`config.mk`:
```
export PLATFORM = sky130hd
export DESIGN_NAME = lsq_mem_sched_flat
export DESIGN_NICKNAME = d
export VERILOG_FILES = /design/src/rtl/lsq_mem_sched_pkg.sv /design/src/rtl/lsq_mem_sched_if.sv /design/src/rtl/lsq_mem_sched.sv /design/src/flat_wrapper.sv
export SDC_FILE = /design/constraint.sdc
export NUM_CORES = 1
export LEC_CHECK = 0
export ABC_CLOCK_PERIOD_IN_PS = 2400
export CAP_MARGIN = 25
export CORE_MARGIN = 1.5
export CORE_UTILIZATION = 44
export CTS_BUF_LIST = sky130_fd_sc_hd__clkbuf_16
export DETAILED_ROUTE_END_ITERATION = 6
export PLACE_DENSITY = 0.88
export REMOVE_ABC_BUFFERS = 1
export SYNTH_ARGS = -nofsm -noshare
export SYNTH_HDL_FRONTEND = slang
export SYNTH_SLANG_ARGS = --single-unit
```
`constraint.sdc`:
```
create_clock -name clk -period 2.4 [get_ports clk]
set_input_delay 0.48 -clock clk [delete_from_list [all_inputs] [get_ports clk]]
set_output_delay 0.48 -clock clk [all_outputs]
set_load 0.02 [all_outputs]
```
`src/rtl/lsq_mem_sched_pkg.sv`:
```
// Shared parameters, state encoding and request payload for the LSQ D-cache port scheduler.
package lsq_mem_sched_pkg;

  localparam int unsigned PIPE_WIDTH   = 2;
  localparam int unsigned TAG_WIDTH    = 6;
  localparam int unsigned CREDIT_MAX   = 8;
  localparam int unsigned STARVE_LIMIT = 4;
  localparam int unsigned CREDIT_W     = $clog2(CREDIT_MAX + 1);
  localparam int unsigned STARVE_W     = $clog2(STARVE_LIMIT + 1);

  typedef enum logic [1:0] {MS_IDLE, MS_REQ, MS_WAIT, MS_KILL} memsched_state_t;

  // Operation currently owning the D-cache port
  typedef struct packed {
    logic                 is_store;
    logic [TAG_WIDTH-1:0] tag;
  } mem_op_t;

endpackage

```
`src/rtl/lsq_mem_sched_if.sv`:
```
// Bundle of LSQ, ROB-commit and D-cache port signals around the memory scheduler.
interface lsq_mem_sched_if;
  import lsq_mem_sched_pkg::*;

  logic                  flush;
  logic [PIPE_WIDTH-1:0] commit_store_vals;
  logic                  st_req_valid;
  logic [TAG_WIDTH-1:0]  st_req_tag;
  logic                  st_pop;
  logic                  ld_req_valid;
  logic [TAG_WIDTH-1:0]  ld_req_tag;
  logic                  ld_pop;
  logic                  mem_req_valid;
  logic                  mem_req_is_store;
  logic [TAG_WIDTH-1:0]  mem_req_tag;
  logic                  mem_req_ready;
  logic                  mem_resp_valid;
  logic                  ld_done_valid;
  logic [TAG_WIDTH-1:0]  ld_done_tag;
  logic [CREDIT_W-1:0]   credit_cnt;
  logic                  busy;

  // Scheduler side
  modport slave (
    input  flush, commit_store_vals, st_req_valid, st_req_tag, ld_req_valid, ld_req_tag,
           mem_req_ready, mem_resp_valid,
    output st_pop, ld_pop, mem_req_valid, mem_req_is_store, mem_req_tag,
           ld_done_valid, ld_done_tag, credit_cnt, busy
  );

  // LSQ / ROB / D-cache side
  modport master (
    output flush, commit_store_vals, st_req_valid, st_req_tag, ld_req_valid, ld_req_tag,
           mem_req_ready, mem_resp_valid,
    input  st_pop, ld_pop, mem_req_valid, mem_req_is_store, mem_req_tag,
           ld_done_valid, ld_done_tag, credit_cnt, busy
  );

endinterface

```
`src/rtl/lsq_mem_sched.sv`:
```
// Single D-cache port scheduler: store-head vs oldest-ready-load arbitration, one op in flight,
// committed-store credit tracking and load-over-store starvation ageing.
module lsq_mem_sched
  import lsq_mem_sched_pkg::*;
(
  input logic            clk,
  input logic            rst,
  lsq_mem_sched_if.slave sched_if
);

  localparam logic [1:0] ST_IDLE = 2'(MS_IDLE);
  localparam logic [1:0] ST_REQ  = 2'(MS_REQ);
  localparam logic [1:0] ST_WAIT = 2'(MS_WAIT);
  localparam logic [1:0] ST_KILL = 2'(MS_KILL);

  function automatic logic [CREDIT_W-1:0] popcount(input logic [PIPE_WIDTH-1:0] v);
    logic [CREDIT_W-1:0] n;
    n = '0;
    for (int i = 0; i < PIPE_WIDTH; i++) n = n + CREDIT_W'(v[i]);
    return n;
  endfunction

  logic [1:0]          state_q, state_d;
  logic [CREDIT_W-1:0] credit_q, credit_d;
  logic [STARVE_W-1:0] starve_q, starve_d;
  mem_op_t             op_q, op_d;
  logic                req_valid_q, req_valid_d;
  logic                st_elig_c, ld_elig_c;
  logic                st_grant_c, ld_grant_c, ld_done_c;
  logic [CREDIT_W:0]   credit_sum_c;

  // Arbitration, port FSM, starvation and credit next-state
  always_comb begin
    state_d     = state_q;
    op_d        = op_q;
    req_valid_d = req_valid_q;
    starve_d    = starve_q;
    st_grant_c  = 1'b0;
    ld_grant_c  = 1'b0;
    ld_done_c   = 1'b0;
    st_elig_c   = sched_if.st_req_valid && (credit_q != '0);
    ld_elig_c   = sched_if.ld_req_valid && !sched_if.flush;

    case (state_q)
      ST_IDLE: begin
        if (!sched_if.flush) begin
          if (st_elig_c && ((starve_q == STARVE_W'(STARVE_LIMIT)) ||
                            (credit_q >= CREDIT_W'(CREDIT_MAX - 1)) || !ld_elig_c))
            st_grant_c = 1'b1;
          else if (ld_elig_c)
            ld_grant_c = 1'b1;
        end
        if (st_grant_c || ld_grant_c) begin
          op_d.is_store = st_grant_c;
          op_d.tag      = st_grant_c ? sched_if.st_req_tag : sched_if.ld_req_tag;
          req_valid_d   = 1'b1;
          state_d       = ST_REQ;
        end
      end
      ST_REQ: begin
        // A flushed load is withdrawn unless the cache takes it this very cycle
        if (!op_q.is_store && sched_if.flush) begin
          req_valid_d = 1'b0;
          state_d     = sched_if.mem_req_ready ? ST_KILL : ST_IDLE;
        end else if (sched_if.mem_req_ready) begin
          req_valid_d = 1'b0;
          state_d     = ST_WAIT;
        end
      end
      ST_WAIT: begin
        if (sched_if.mem_resp_valid) begin
          ld_done_c = !op_q.is_store && !sched_if.flush;
          state_d   = ST_IDLE;
        end else if (sched_if.flush && !op_q.is_store) begin
          state_d = ST_KILL;
        end
      end
      ST_KILL: begin
        if (sched_if.mem_resp_valid) state_d = ST_IDLE;
      end
      default: state_d = ST_IDLE;
    endcase

    if (!st_elig_c || st_grant_c)
      starve_d = '0;
    else if (ld_grant_c && (starve_q != STARVE_W'(STARVE_LIMIT)))
      starve_d = starve_q + STARVE_W'(1);

    credit_sum_c = (CREDIT_W+1)'(credit_q) + (CREDIT_W+1)'(popcount(sched_if.commit_store_vals))
                 - (CREDIT_W+1)'(st_grant_c);
    credit_d     = credit_sum_c[CREDIT_W-1:0];
  end

  always_ff @(posedge clk) begin
    if (rst) begin
      state_q     <= ST_IDLE;
      credit_q    <= '0;
      starve_q    <= '0;
      op_q        <= '0;
      req_valid_q <= 1'b0;
    end else begin
      state_q     <= state_d;
      credit_q    <= credit_d;
      starve_q    <= starve_d;
      op_q        <= op_d;
      req_valid_q <= req_valid_d;
      assert (credit_sum_c <= (CREDIT_W+1)'(CREDIT_MAX));
      if (sched_if.mem_resp_valid) assert ((state_q == ST_WAIT) || (state_q == ST_KILL));
    end
  end

  assign sched_if.st_pop           = st_grant_c && !rst;
  assign sched_if.ld_pop           = ld_grant_c && !rst;
  assign sched_if.mem_req_valid    = req_valid_q;
  assign sched_if.mem_req_is_store = op_q.is_store;
  assign sched_if.mem_req_tag      = op_q.tag;
  assign sched_if.ld_done_valid    = ld_done_c && !rst;
  assign sched_if.ld_done_tag      = (ld_done_c && !rst) ? op_q.tag : '0;
  assign sched_if.credit_cnt       = credit_q;
  assign sched_if.busy             = (state_q != ST_IDLE);

endmodule
```
`src/flat_wrapper.sv`:
```
// flat-port wrapper written by rule: the top's interface ports become plain ports
module lsq_mem_sched_flat import lsq_mem_sched_pkg::*;
  (clk, rst, sched_if_flush, sched_if_commit_store_vals, sched_if_st_req_valid, sched_if_st_req_tag, sched_if_ld_req_valid, sched_if_ld_req_tag, sched_if_mem_req_ready, sched_if_mem_resp_valid, sched_if_st_pop, sched_if_ld_pop, sched_if_mem_req_valid, sched_if_mem_req_is_store, sched_if_mem_req_tag, sched_if_ld_done_valid, sched_if_ld_done_tag, sched_if_credit_cnt, sched_if_busy);
  lsq_mem_sched_if sched_if_i ();
  input logic clk;
  input logic rst;
  input wire logic [$bits(sched_if_i.flush)-1:0] sched_if_flush;
  input wire logic [$bits(sched_if_i.commit_store_vals)-1:0] sched_if_commit_store_vals;
  input wire logic [$bits(sched_if_i.st_req_valid)-1:0] sched_if_st_req_valid;
  input wire logic [$bits(sched_if_i.st_req_tag)-1:0] sched_if_st_req_tag;
  input wire logic [$bits(sched_if_i.ld_req_valid)-1:0] sched_if_ld_req_valid;
  input wire logic [$bits(sched_if_i.ld_req_tag)-1:0] sched_if_ld_req_tag;
  input wire logic [$bits(sched_if_i.mem_req_ready)-1:0] sched_if_mem_req_ready;
  input wire logic [$bits(sched_if_i.mem_resp_valid)-1:0] sched_if_mem_resp_valid;
  output wire logic [$bits(sched_if_i.st_pop)-1:0] sched_if_st_pop;
  output wire logic [$bits(sched_if_i.ld_pop)-1:0] sched_if_ld_pop;
  output wire logic [$bits(sched_if_i.mem_req_valid)-1:0] sched_if_mem_req_valid;
  output wire logic [$bits(sched_if_i.mem_req_is_store)-1:0] sched_if_mem_req_is_store;
  output wire logic [$bits(sched_if_i.mem_req_tag)-1:0] sched_if_mem_req_tag;
  output wire logic [$bits(sched_if_i.ld_done_valid)-1:0] sched_if_ld_done_valid;
  output wire logic [$bits(sched_if_i.ld_done_tag)-1:0] sched_if_ld_done_tag;
  output wire logic [$bits(sched_if_i.credit_cnt)-1:0] sched_if_credit_cnt;
  output wire logic [$bits(sched_if_i.busy)-1:0] sched_if_busy;
  assign sched_if_i.flush = sched_if_flush;
  assign sched_if_i.commit_store_vals = sched_if_commit_store_vals;
  assign sched_if_i.st_req_valid = sched_if_st_req_valid;
  assign sched_if_i.st_req_tag = sched_if_st_req_tag;
  assign sched_if_i.ld_req_valid = sched_if_ld_req_valid;
  assign sched_if_i.ld_req_tag = sched_if_ld_req_tag;
  assign sched_if_i.mem_req_ready = sched_if_mem_req_ready;
  assign sched_if_i.mem_resp_valid = sched_if_mem_resp_valid;
  assign sched_if_st_pop = sched_if_i.st_pop;
  assign sched_if_ld_pop = sched_if_i.ld_pop;
  assign sched_if_mem_req_valid = sched_if_i.mem_req_valid;
  assign sched_if_mem_req_is_store = sched_if_i.mem_req_is_store;
  assign sched_if_mem_req_tag = sched_if_i.mem_req_tag;
  assign sched_if_ld_done_valid = sched_if_i.ld_done_valid;
  assign sched_if_ld_done_tag = sched_if_i.ld_done_tag;
  assign sched_if_credit_cnt = sched_if_i.credit_cnt;
  assign sched_if_busy = sched_if_i.busy;
  lsq_mem_sched u_core (.clk(clk), .rst(rst), .sched_if(sched_if_i));
endmodule
```
==> impl_metrics.tcl, run 1 <==
set metrics [dict create \
    status "finished with violations" \
    violations "negative setup slack" \
    hold_class "flop to flop" \
    cpMaxStageDelayCell "fa_2" \
    gp_congestion 0.880 \
    num_antenna_cells 0 \
    cts_max_level 1 \
    critPathRequiredTime_ps 2530 \
    cap_violations 0 \
    nets 231 \
    min_path_cells 2 \
    rows 18 \
    endpoint_kind "flop" \
    setup_viol 1 \
    wl_per_cell_um 15.0 \
    clock-sinks 17 \
    drt_iter0_drc 15 \
    dp_hpwl_um 2530 \
    dpl_cell_area_um2 1780 \
    cp_slowest_stage_delay_ps 420 \
    cp-start-kind "flop" \
    grt_busiest_layer "met2" \
    cp_num_cells 11 \
    grt_max_degree 11 \
    crit_buf_inv 3 \
    cts.clk_slew.worst_paths_ps 50 \
    numCtsBuffers 3 \
    tritoncts "built" \
    fmax_ghz 0.415 \
    dp_slack_ps -436 \
    drive_gt1_frac 0.296 \
    overflow 0 \
    fin_crit_sh 1.00 \
    drt_pass1_iterations 4 \
    ctsLongestPathBuffers 2 \
    synth_seq_cells 17 \
    vias 1218 \
    pin_count 43 \
    worstSetupPathType "flop to flop" \
    relSlewSlack 0.644 \
    die_h_um 55.1 \
    total_power_mw 1.77 \
    dieArea_um2 3040 \
    fin_setup_tns_ps -8.91 \
    cp.arrival_ps 2540 \
    grtUsageMet2 0.452 \
    use_met1 0.253 \
    drv_slew 0 \
    final_antenna_net_count 0 \
    powerDensity_nw_per_um2 947 \
    hold_viol_final 0 \
    fillers 189 \
    grt_pass1_wl_um 5010 \
    p_leak_nw 0.762 \
    synth_cells 133 \
    tightest_slew_ps 529 \
    path_delay_family "adder cells" \
    finalCriticalPeriod_ps 2410 \
    syn_avg_cell_area_um2 8.98 \
    cts_root_buf "clkbuf_16" \
    hold_buffers 0 \
    drt_wl_total_um 3440 \
    viasPerCell 5.32 \
    yosys_warnings 0 \
    irDropWorstVdd_v 0.000741 \
    post-route-cell-area_um2 1870 \
    netlist_area_um2 1190 \
    crit_chain "buf_4 > inv_1 > ha_1 > nor3b_2 > nor2_1 > nand3_2 > buf_4 > xnor2_2 > ha_2 > fa_2 > nor2b_2" \
    grtUsageTotal 0.231 \
    antenna_found_initial 0 \
    drc 0 \
    skew_ps 2.86 \
    initial_core_util 0.474 \
    grt_pass1_vias 1176 \
    worstPathMaxFanout 3 \
    core_um2 2520 \
    grt_util_met3 0.0242 \
    cpMostUsedCell "buf_4" \
    syn_to_final_growth_pct 56.9 \
    clock_latency_ps 240 \
    portBuffers 42 \
    fp.dieW_um 55.1 \
    synth_cell_types 40 \
    ys_seq_area_frac 0.285 \
    r2r_cells 11 \
    final.setup.worst_slack_ps -8.91 \
]
-- layout make-up --
class / instances / area (µm²) / share of cell area
clock buffers: 3 / 75.1 / 0.0401
clock inverters: 1 / 3.75 / 0.00200
inverters: 12 / 45.0 / 0.0240
multi-input cells: 101 / 812 / 0.433
flip-flops and latches: 17 / 343 / 0.183
well taps: 30 / 37.5 / 0.0200
repair buffers: 65 / 558 / 0.298
-- metal layers --
metal / part of all wire / vias up
met1: 0.42 / 567
met3: 0.060 / 0
met2: 0.52 / 44
li1: - / 607
met5: 0 / -
met4: 0 / 0
-- tightest hold or removal path, delay by kind of cell, from the launching register on --
family	cells	cell delay, ps
flops	1	320
compound gates	2	130
-- cells in the final DEF, fill, tap and decap left out, types with 2 or more instances in the layout --
master           netlist  layout
nand2_1                5       5
dfxtp_1               17      15
or2_1                  3       3
nand2_2                2       2
nor4b_2                2       2
clkdlybuf4s50_1        0      32
ha_1                   9       8
nor2_1                20      20
dfxtp_2                0       2
nor2b_1                4       3
clkbuf_16              0       3
inv_1                 12      13
a21oi_1                8       8
a2111oi_2              6       6
clkbuf_2               0       3
dlygate4sd2_1          0       3
buf_2                  0       4
buf_4                  0      22
and2_1                 6       6
a211oi_1               7       6
xnor2_1                3       2
-- per-stage QoR --
| step | utilization | hold slack, ps | std cells |
|---|---|---|---|
| finish | 0.743 | 500 | 229 |
| global route | 0.743 | 536 | 229 |
| CTS | 0.744 | 505 | 228 |
| detailed placement | 0.705 | 486 | 224 |
| global placement | 0.705 | 467 | 224 |
| floorplan | - | 448 | 130 |
-- registers in the layout (all words and copies together), names as in the netlist --
register	flops
u_core.sched_if.credit_cnt	4
u_core.sched_if.mem_req_is_store	1
u_core.sched_if.mem_req_tag	6
u_core.sched_if.mem_req_valid	1
u_core.starve_q	3
u_core.state_q	2
-- power breakdown --
group | switching [mW] | internal (mW) | leakage [nW]
clock network | 0.102 | 0.221 | 0.0423
registers | 0.0626 | 0.357 | 0.140
logic | 0.525 | 0.506 | 0.579
total | 0.690 | 1.08 | 0.762
-- kinds of logic after synthesis --
family | synth area share
AO/OA/AOI/OAI | 0.229
buffers and inverters | 0.0702
adder cells (fa/ha/maj) | 0.111
XOR/XNOR | 0.0220
AND/OR/NAND/NOR | 0.273
flip-flops | 0.285
multiplexers | 0.00942
-- repair_timing --
item	CTS	global route
pin swaps	3	4
setup endpoints to repair	12	12
gates resized for setup	28	13
buffers inserted	0	1
-- cell usage after synthesis (all sizes together) --
master   count  area (µm²)
mux2         1        11.3
nor2b        4        25.0
or2b         1        7.51
nor2        20        75.1
o311a        1        10.0
buf          1        11.3
o311ai       1        8.76
a221oi       1        8.76
a21o         1        7.51
and2         7        46.3
nand2b       1        6.26
a21boi       1        7.51
dfxtp       17         340
and2b        1        8.76
nor4b        2        30.0
o21a         1        7.51
ha           9         113
a31oi        2        12.5
clkbuf       2        27.5
nand2        7        31.3
fa           1        20.0
o21ai        2        10.0
a2111oi      6        90.1
or4          1        7.51
nor3b        1        12.5
a21oi        8        40.0
nor4         1        21.3
o31ai        1        7.51
nand3        1        5.00
or2          3        18.8
inv         12        45.0
or3          1        6.26
nor3         3        25.0
xnor2        3        26.3
a211oi       7        52.6
a2111o       1        11.3
-- worst paths after layout --
| check | startpoint | end | slack, ps |
|---|---|---|---|
| hold reg to reg | u_core.starve_q[2]$_SDFFE_PP0P_ | u_core.starve_q[2]$_SDFFE_PP0P_ | 500 |
| setup / recovery | u_core.sched_if.credit_cnt[2]$_SDFF_PP0_ | u_core.sched_if.credit_cnt[1]$_SDFF_PP0_ | -9 |
| setup reg to reg | u_core.sched_if.credit_cnt[2]$_SDFF_PP0_ | u_core.sched_if.credit_cnt[1]$_SDFF_PP0_ | -9 |
| hold / removal | u_core.starve_q[2]$_SDFFE_PP0P_ | u_core.starve_q[2]$_SDFFE_PP0P_ | 500 |
No activity file was read; power rests on OpenSTA's default activity.
==> run 2, diff against run 1 <==
Settings changed: CAP_MARGIN 25 to not set, CORE_MARGIN 1.5 to 5, PLACE_DENSITY 0.88 to not set, PLACE_DENSITY_LB_ADDON set to 0.2.
==> run 2 against run 1 <==
Compared with the run above: the flow now finishes without violations; clock-buffer cell count is the same; first-iteration DRC count rose to 3.5 times the previous value; sequential share of layout area down 0.33 points; clock power up 4%; clock skew fell by 0.79 ps.
==> impl_metrics.tcl, run 2 (synthesis gave the netlist of run 1 again) <==
set metrics [dict create \
    vias 1218 \
    worstPathMaxFanout 9 \
    cts_max_level 1 \
    multiInputGateArea_um2 818 \
    cpMaxStageDelayCell "clkdlybuf4s50_1" \
    clock_latency_ps 250 \
    hold_viol_final 0 \
    grtUsageTotal 0.173 \
    wl_per_cell_um 14.7 \
    drt_iter0_drc 53 \
    endpoint_kind "output pin" \
    overflow 0 \
    fin_setup_tns_ps 0 \
    dp_hpwl_um 2520 \
    cts_root_buf "clkbuf_16" \
    status "complete, no violations" \
    fin_crit_sh 0.980 \
    finalCriticalPeriod_ps 2350 \
    clock-sinks 17 \
    r2r_slack_ps 140 \
    rows 18 \
    hold_class "flop to flop" \
    path_delay_family "buffers and inverters" \
    grt_max_degree 10 \
    fmax_ghz 0.425 \
    final_antenna_net_count 0 \
    cp.arrival_ps 1870 \
    grt_pass1_wl_um 5500 \
    dpl_cell_area_um2 1780 \
    relSlewSlack 0.656 \
    setup_viol 0 \
    p_leak_nw 0.776 \
    ctsLongestPathBuffers 2 \
    gp_congestion 0.789 \
    largest_reg_flops 6 \
    grt_pass1_vias 1194 \
    worstSetupPathType "flop to output pin" \
    final_common_cell "clkdlybuf4s50_1" \
    die_h_um 62.1 \
    cp_slowest_stage_delay_ps 700 \
    layout_common_cells "clkdlybuf4s50_1, buf_4, nor2_1" \
    critPathRequiredTime_ps 1920 \
    nets 233 \
    portBuffers 42 \
    tightest_slew_ps 512 \
    syn_to_final_growth_pct 59.2 \
    numCtsBuffers 3 \
    pin_count 43 \
    drt_pass1_iterations 6 \
    num_antenna_cells 0 \
    dieArea_um2 3860 \
    crit_chain "or2_1 > clkdlybuf4s50_1" \
    fillers 183 \
    core_um2 2540 \
    drc 0 \
    post-route-cell-area_um2 1900 \
    crit_buf_inv 1 \
    cp-start-kind "flop" \
    irDropWorstVdd_v 0.000819 \
    tritoncts "built" \
    drt_wl_total_um 3400 \
    register_area_um2 342 \
    powerDensity_nw_per_um2 935 \
    fp.dieW_um 62.1 \
    skew_ps 2.07 \
    drive_gt1_frac 0.294 \
    cts.clk_slew.worst_paths_ps 50 \
    cap_violations 0 \
    drv_slew 0 \
    initial_core_util 0.470 \
    antenna_found_initial 0 \
    viasPerCell 5.27 \
]
[run 2: path summary, 6_finish.rpt]
kind / start / to / depth (start not counted)
worst min register to register: u_core.sched_if.mem_req_is_store$_SDFFE_PP0P_ / u_core.sched_if.mem_req_is_store$_SDFFE_PP0P_ / 2
worst min-delay path: u_core.sched_if.mem_req_is_store$_SDFFE_PP0P_ / u_core.sched_if.mem_req_is_store$_SDFFE_PP0P_ / 2
worst max-delay path: u_core.state_q[1]$_SDFFE_PP0P_ / sched_if_busy / 2
worst max register to register: u_core.sched_if.credit_cnt[3]$_SDFF_PP0_ / u_core.sched_if.credit_cnt[2]$_SDFF_PP0_ / 11
[run 2: routing by layer]
metal	vias up	track usage	part of all wire
met5	-	0	0
met4	0	0.0569	0.021
met3	6	0.0612	0.071
met2	49	0.293	0.49
met1	552	0.199	0.42
li1	611	-	-
[run 2: area by class of cell]
class                   count  area share
flip-flops and latches     17       0.180
clock inverters             1     0.00197
clock buffers               3      0.0395
inverters                  12      0.0237
repair buffers             67       0.305
well taps                  30      0.0197
multi-input cells         101       0.430
[run 2: repair_timing]
item / CTS / global route
resized for setup: 28 / 15
setup endpoints to repair: 12 / 11
pin swaps: 0 / 5
setup buffers: 0 / 3
hold buffers: 0 / 0
[run 2: power by group]
part | switching [mW] | total (mW) | internal [mW]
registers | 0.0563 | 0.412 | 0.356
logic | 0.515 | 1.03 | 0.516
clock network | 0.114 | 0.336 | 0.222
total | 0.685 | 1.78 | 1.09
[run 2: worst min-delay path, stage by stage (launching register included)]
cell and delay [ps]:
dfxtp_1 330, nand2b_1 70, a21oi_1 60
[run 2: metrics by stage]
stage | hold slack (ps) | utilization | cells | power, mW | worst slack [ps]
floorplan | 448 | - | 130 | 0.974 | -2.02
global placement | 468 | 0.699 | 224 | 1.35 | -465
detailed placement | 483 | 0.699 | 224 | 1.38 | -469
CTS | 501 | 0.737 | 228 | 1.73 | 9.28
global route | 536 | 0.747 | 231 | 1.90 | -9.50
finish | 513 | 0.747 | 231 | 1.78 | 48.3
==> run 3, diff against run 2 <==
Settings changed: GPL_ROUTABILITY_DRIVEN set to 0.
==> results of run 3 <==
Same layout as run 2: the final DEF is identical, and so are final timing and power.
